File: config.mk
export PLATFORM = sky130hd
export DESIGN_NAME = regfile_mp
export DESIGN_NICKNAME = d
export VERILOG_FILES = /design/src/rtl/regfile_pkg.sv /design/src/rtl/rf_wr_select.sv /design/src/rtl/regfile_mp.sv
export SDC_FILE = /design/constraint.sdc
export NUM_CORES = 2
export LEC_CHECK = 0
export CAP_MARGIN = 20
export CORE_MARGIN = 2
export CORE_UTILIZATION = 40
export CTS_CLUSTER_DIAMETER = 30
export DETAILED_ROUTE_END_ITERATION = 16
export SKIP_CTS_REPAIR_TIMING = 1
export SLEW_MARGIN = 20
export SYNTH_ARGS = -nofsm -noshare
export SYNTH_HDL_FRONTEND = slang
export SYNTH_SLANG_ARGS = --single-unit
File: constraint.sdc
create_clock -name clk -period 2.8 [get_ports clk]
set_input_delay 0.42 -clock clk [delete_from_list [all_inputs] [get_ports clk]]
set_output_delay 0.42 -clock clk [all_outputs]
set_load 0.005 [all_outputs]
File: src/rtl/regfile_pkg.sv
// Shared constants for the multi-port register file: default sizes,
// address width derivation and the hardwired-zero register address.
package regfile_pkg;

  localparam int XLEN_DEF = 32;
  localparam int NREG_DEF = 32;
  localparam int X0_ADDR  = 0;

  // Address width for a file of nreg registers; never narrower than one bit.
  function automatic int addr_width(input int nreg);
    return (nreg > 1) ? $clog2(nreg) : 1;
  endfunction

endpackage

File: src/rtl/rf_wr_select.sv
// Per-read-port lookup across all write ports. Reports whether any write
// port targets the read address this cycle, the data of the highest-index
// such port, and whether any matching write also clears the pending bit.
module rf_wr_select
  import regfile_pkg::*;
#(
  parameter int XLEN = XLEN_DEF,
  parameter int AW   = addr_width(NREG_DEF),
  parameter int NWR  = 1
) (
  input  logic [AW-1:0]       addr,
  input  logic [NWR-1:0]      wr_en,
  input  logic [NWR*AW-1:0]   wr_addr,
  input  logic [NWR*XLEN-1:0] wr_data,
  input  logic [NWR-1:0]      wr_clr,
  output logic                hit,
  output logic [XLEN-1:0]     data,
  output logic                clr_hit
);

  // Scan upward so a later (higher-index) match overrides earlier ones.
  always_comb begin
    hit     = 1'b0;
    data    = '0;
    clr_hit = 1'b0;
    for (int j = 0; j < NWR; j++) begin
      if (wr_en[j] && (wr_addr[j*AW +: AW] == addr)) begin
        hit  = 1'b1;
        data = wr_data[j*XLEN +: XLEN];
        if (wr_clr[j]) begin
          clr_hit = 1'b1;
        end
      end
    end
  end

endmodule

File: src/rtl/regfile_mp.sv
// Multi-port integer register file with a per-register pending scoreboard.
// Decode reads operands and reserves destinations; writeback commits data
// and optionally clears reservations. Register 0 reads as zero and ignores
// writes, clears and reservations.
module regfile_mp
  import regfile_pkg::*;
#(
  parameter int XLEN   = XLEN_DEF,
  parameter int NREG   = NREG_DEF,
  parameter int AW     = $clog2(NREG),
  parameter int NRD    = 2,
  parameter int NWR    = 1,
  parameter int BYPASS = 1
) (
  input  logic                clk,
  input  logic                rst_n,
  input  logic [NRD*AW-1:0]   rd_addr,
  output logic [NRD*XLEN-1:0] rd_data,
  output logic [NRD-1:0]      rd_busy,
  input  logic [NWR-1:0]      wr_en,
  input  logic [NWR*AW-1:0]   wr_addr,
  input  logic [NWR*XLEN-1:0] wr_data,
  input  logic [NWR-1:0]      wr_clr,
  input  logic                rsv_en,
  input  logic [AW-1:0]       rsv_addr,
  output logic                any_busy
);

  localparam logic [AW-1:0] X0 = AW'(X0_ADDR);

  logic [XLEN-1:0] regs [NREG];
  logic [NREG-1:0] pend;
  logic [NREG-1:0] pend_next;

  // Data storage: ports commit in ascending order so the highest index wins.
  always_ff @(posedge clk or negedge rst_n) begin
    if (!rst_n) begin
      for (int i = 0; i < NREG; i++) begin
        regs[i] <= '0;
      end
    end else begin
      for (int j = 0; j < NWR; j++) begin
        if (wr_en[j] && (wr_addr[j*AW +: AW] != X0)) begin
          regs[wr_addr[j*AW +: AW]] <= wr_data[j*XLEN +: XLEN];
        end
      end
    end
  end

  // Scoreboard next state: clears applied first, then a reservation
  // overrides, since a newly issued producer must keep the register busy.
  always_comb begin
    pend_next = pend;
    for (int j = 0; j < NWR; j++) begin
      if (wr_en[j] && wr_clr[j]) begin
        pend_next[wr_addr[j*AW +: AW]] = 1'b0;
      end
    end
    if (rsv_en) begin
      pend_next[rsv_addr] = 1'b1;
    end
    pend_next[X0] = 1'b0;
  end

  // Scoreboard register.
  always_ff @(posedge clk or negedge rst_n) begin
    if (!rst_n) begin
      pend <= '0;
    end else begin
      pend <= pend_next;
    end
  end

  assign any_busy = |pend;

  for (genvar k = 0; k < NRD; k++) begin : g_rd
    logic [AW-1:0]   ra;
    logic            hit;
    logic            clr_hit;
    logic [XLEN-1:0] bp_data;

    assign ra = rd_addr[k*AW +: AW];

    rf_wr_select #(
      .XLEN (XLEN),
      .AW   (AW),
      .NWR  (NWR)
    ) u_sel (
      .addr    (ra),
      .wr_en   (wr_en),
      .wr_addr (wr_addr),
      .wr_data (wr_data),
      .wr_clr  (wr_clr),
      .hit     (hit),
      .data    (bp_data),
      .clr_hit (clr_hit)
    );

    assign rd_data[k*XLEN +: XLEN] = (ra == X0)                ? '0      :
                                     ((BYPASS != 0) && hit)    ? bp_data :
                                                                 regs[ra];

    assign rd_busy[k] = (ra != X0) && pend[ra] && !((BYPASS != 0) && clr_hit);
  end

endmodule

==> metrics.txt <==
status finished with violations; failing checks negative setup slack; DP Wirelength 128000 µm; placed cell area 63900 µm²; register area share after synthesis 46.8%; Setup crit start kind flip-flop; Slew @ Worst Pin 577 ps; syn_nets 3901; met3 Track Usage GR 5.23%; H-tree depth 5; Yosys warning count 0; core footprint 140000 µm²; global-route met1 utilization 36.9%; nets 4425; Num CTS Buffers 283; max-slew violations 0; commonest cells after routing, fill and taps aside dfrtp_1, mux2_2, mux4_2, buf_4, clkbuf_16; drt total wl 202000 µm; RSZ-0062 raised after global routing yes; Yosys cell types 60; crit path max fanout 3; gr busiest metal met2; mean post-synth cell area 14.7 µm²; vias in the first global route 41.5k; ANT nets after route 0; first-pass GRT wire length 290000 µm; initial antenna violation count 6; worst min path class input pin to async pin; Worst EP required 2380 ps; Non-Filler Instances 6449; post-layout minimum cycle time 3160 ps; 1st-iter DRT viols 3427; final setup margin -359 ps; Post-Syn Area 56400 µm²; first drt pass iteration count 7; XOR/XNOR share of the synthesized area 0.155%; Sink Count 1055; Crit Reg-Reg Startpoint regs[803]; clock-pin slew on the worst setup and hold paths 40 ps; Synth Area in Adders 0%; crit path DAT 2740 ps; async set-reset flop share out of synthesis 100%; Post-Place Worst Slack -1000 ps; Die Ht 379 µm; # fillers 11.3k; flop-to-flop setup slack 1880 ps; global placement routability congestion 0.840; # diodes 0; LEAKAGE 32.7 nW; Critical Path Sink Type output pin; GR Util met2 43.8%; detail-routed net length per standard cell 31.3 µm; Initial Util 40.4%; crit share post-route 113%; VDD IR max 0.000540 V; I/O pins 124; Layout area overhead 32.8%; main combinational cell family by area after synthesis multiplexers; drt drc 0; fin area 74900 µm²; critical path type flip-flop to output pin; commonest register cell after synthesis dfrtp_1; GRT overflow 0; Root Buffer clkbuf_16; Buffers on Ports 123; mux share of post-synthesis cell area 41.1%; Power per Cell Area 838 nW/µm²; clock skew 0 ps; CTS tree built; Site Rows 137; vias 40.0k; GRT Util Overall 27.7%; DR vias/cell 6.20; DIE AREA 144000 µm²; post-synthesis register bit count 1055; commonest non-fill, non-tap cell in the layout dfrtp_1; Synth Area in Simple Gates 2.20%; post-synth top area share 46.8%; pin count of the biggest net entering global routing 98; final setup fails 56; critical path startpoint regs[773]; max frequency 317 MHz; placed insts 5915; chip width 379 µm; Final Hold Vio Count 0; EDFF count, synth 0; synth top area cells dfrtp_1, mux4_2, mux2_2; CTS Buffer Depth 4; Synth Area in Compound Gates 5.61%; Synth area leader dfrtp_1; MaxCap Viol Count 0; relative slew slack 61.4%; fraction of layout cells with a size suffix above 1 54.8%; clk_lat worst skew 830 ps; Mapped Cells 3844
synthesized netlist by cell type, types with 3 or more instances:
master / count
and3_1: 6
buf_6: 38
mux2_1: 277
nand2_1: 45
mux2i_1: 172
nand2b_1: 9
nor2_2: 3
o22a_1: 18
a22o_1: 14
nor2_1: 112
o21ai_1: 10
buf_8: 4
dfrtp_1: 1055
a31oi_1: 21
a2111oi_0: 4
xor2_1: 6
buf_4: 33
buf_2: 126
o2111ai_1: 8
nand3_1: 8
nor4_1: 7
nor3_1: 6
a211oi_1: 4
mux2_2: 718
o22ai_1: 148
a221oi_1: 16
a32o_1: 32
or3_1: 3
a22oi_1: 52
clkbuf_1: 211
buf_12: 5
nor2b_1: 13
mux4_2: 454
or3b_2: 3
xnor2_1: 4
nand4_1: 11
o211ai_1: 11
nand3b_1: 10
o21ai_0: 92
a21oi_1: 27
a221o_1: 5
buf_1: 21
flip-flops by register name (all words and copies together) (netlist names):
signal / cells
pend: 31
regs: 1024
power by group:
group	internal, W	switching, W	total [W]
registers	0.0182	0.00220	0.0204
logic	0.00590	0.00415	0.0100
clock network	0.0226	0.00959	0.0322
total	0.0468	0.0159	0.0627
kinds of logic after synthesis:
logic type      count (synthesis)
xor+xnor                       10
compound gates                468
simple gates                  252
mux                          1621
flops                        1055
buf+inv                       438
path summary, 6_finish.rpt:
check / to / cells past startpoint
setup / recovery: rd_data[5] / 5
hold / removal: regs[873] / 2
min in group clk: pend[9] / 6
hold reg to reg: regs[1017] / 0
setup reg to reg: regs[803] / 2
max in group asynchronous: regs[995] / 3
per-stage QoR:
step                utilization, %  hold slack, ps  TNS (ps)  total power [W]
finish                        53.6             129     -6360           0.0627
global route                  53.6             113    -10980           0.0648
CTS                           52.5            -510    -41180           0.0625
detailed placement            45.7             382    -36980           0.0300
global placement              45.7             376    -36110           0.0297
floorplan                        -             124         0           0.0263
critical path, cell delays in order, from the launching register on:
cell and delay [ps]:
dfrtp_1 390, mux4_2 530, a22oi_1 250, nand2_1 130, a221o_1 430, clkbuf_2 160
area by class of cell:
cell class | instances | area, µm² | share of cell area [%]
clock buffers | 368 | 7980 | 10.7
clock inverters | 122 | 1510 | 2.02
multi-input cells | 2351 | 29000 | 38.8
flip-flops and latches | 1055 | 26400 | 35.3
well taps | 1876 | 2350 | 3.14
repair buffers | 677 | 7600 | 10.1
routing by layer:
layer,up-vias,wire [µm]
met5,-,25
met4,4,9010
met3,525,15700
met2,1864,95600
met1,21500,81800
li1,16100,-
Power figures use the tool's default switching activity.
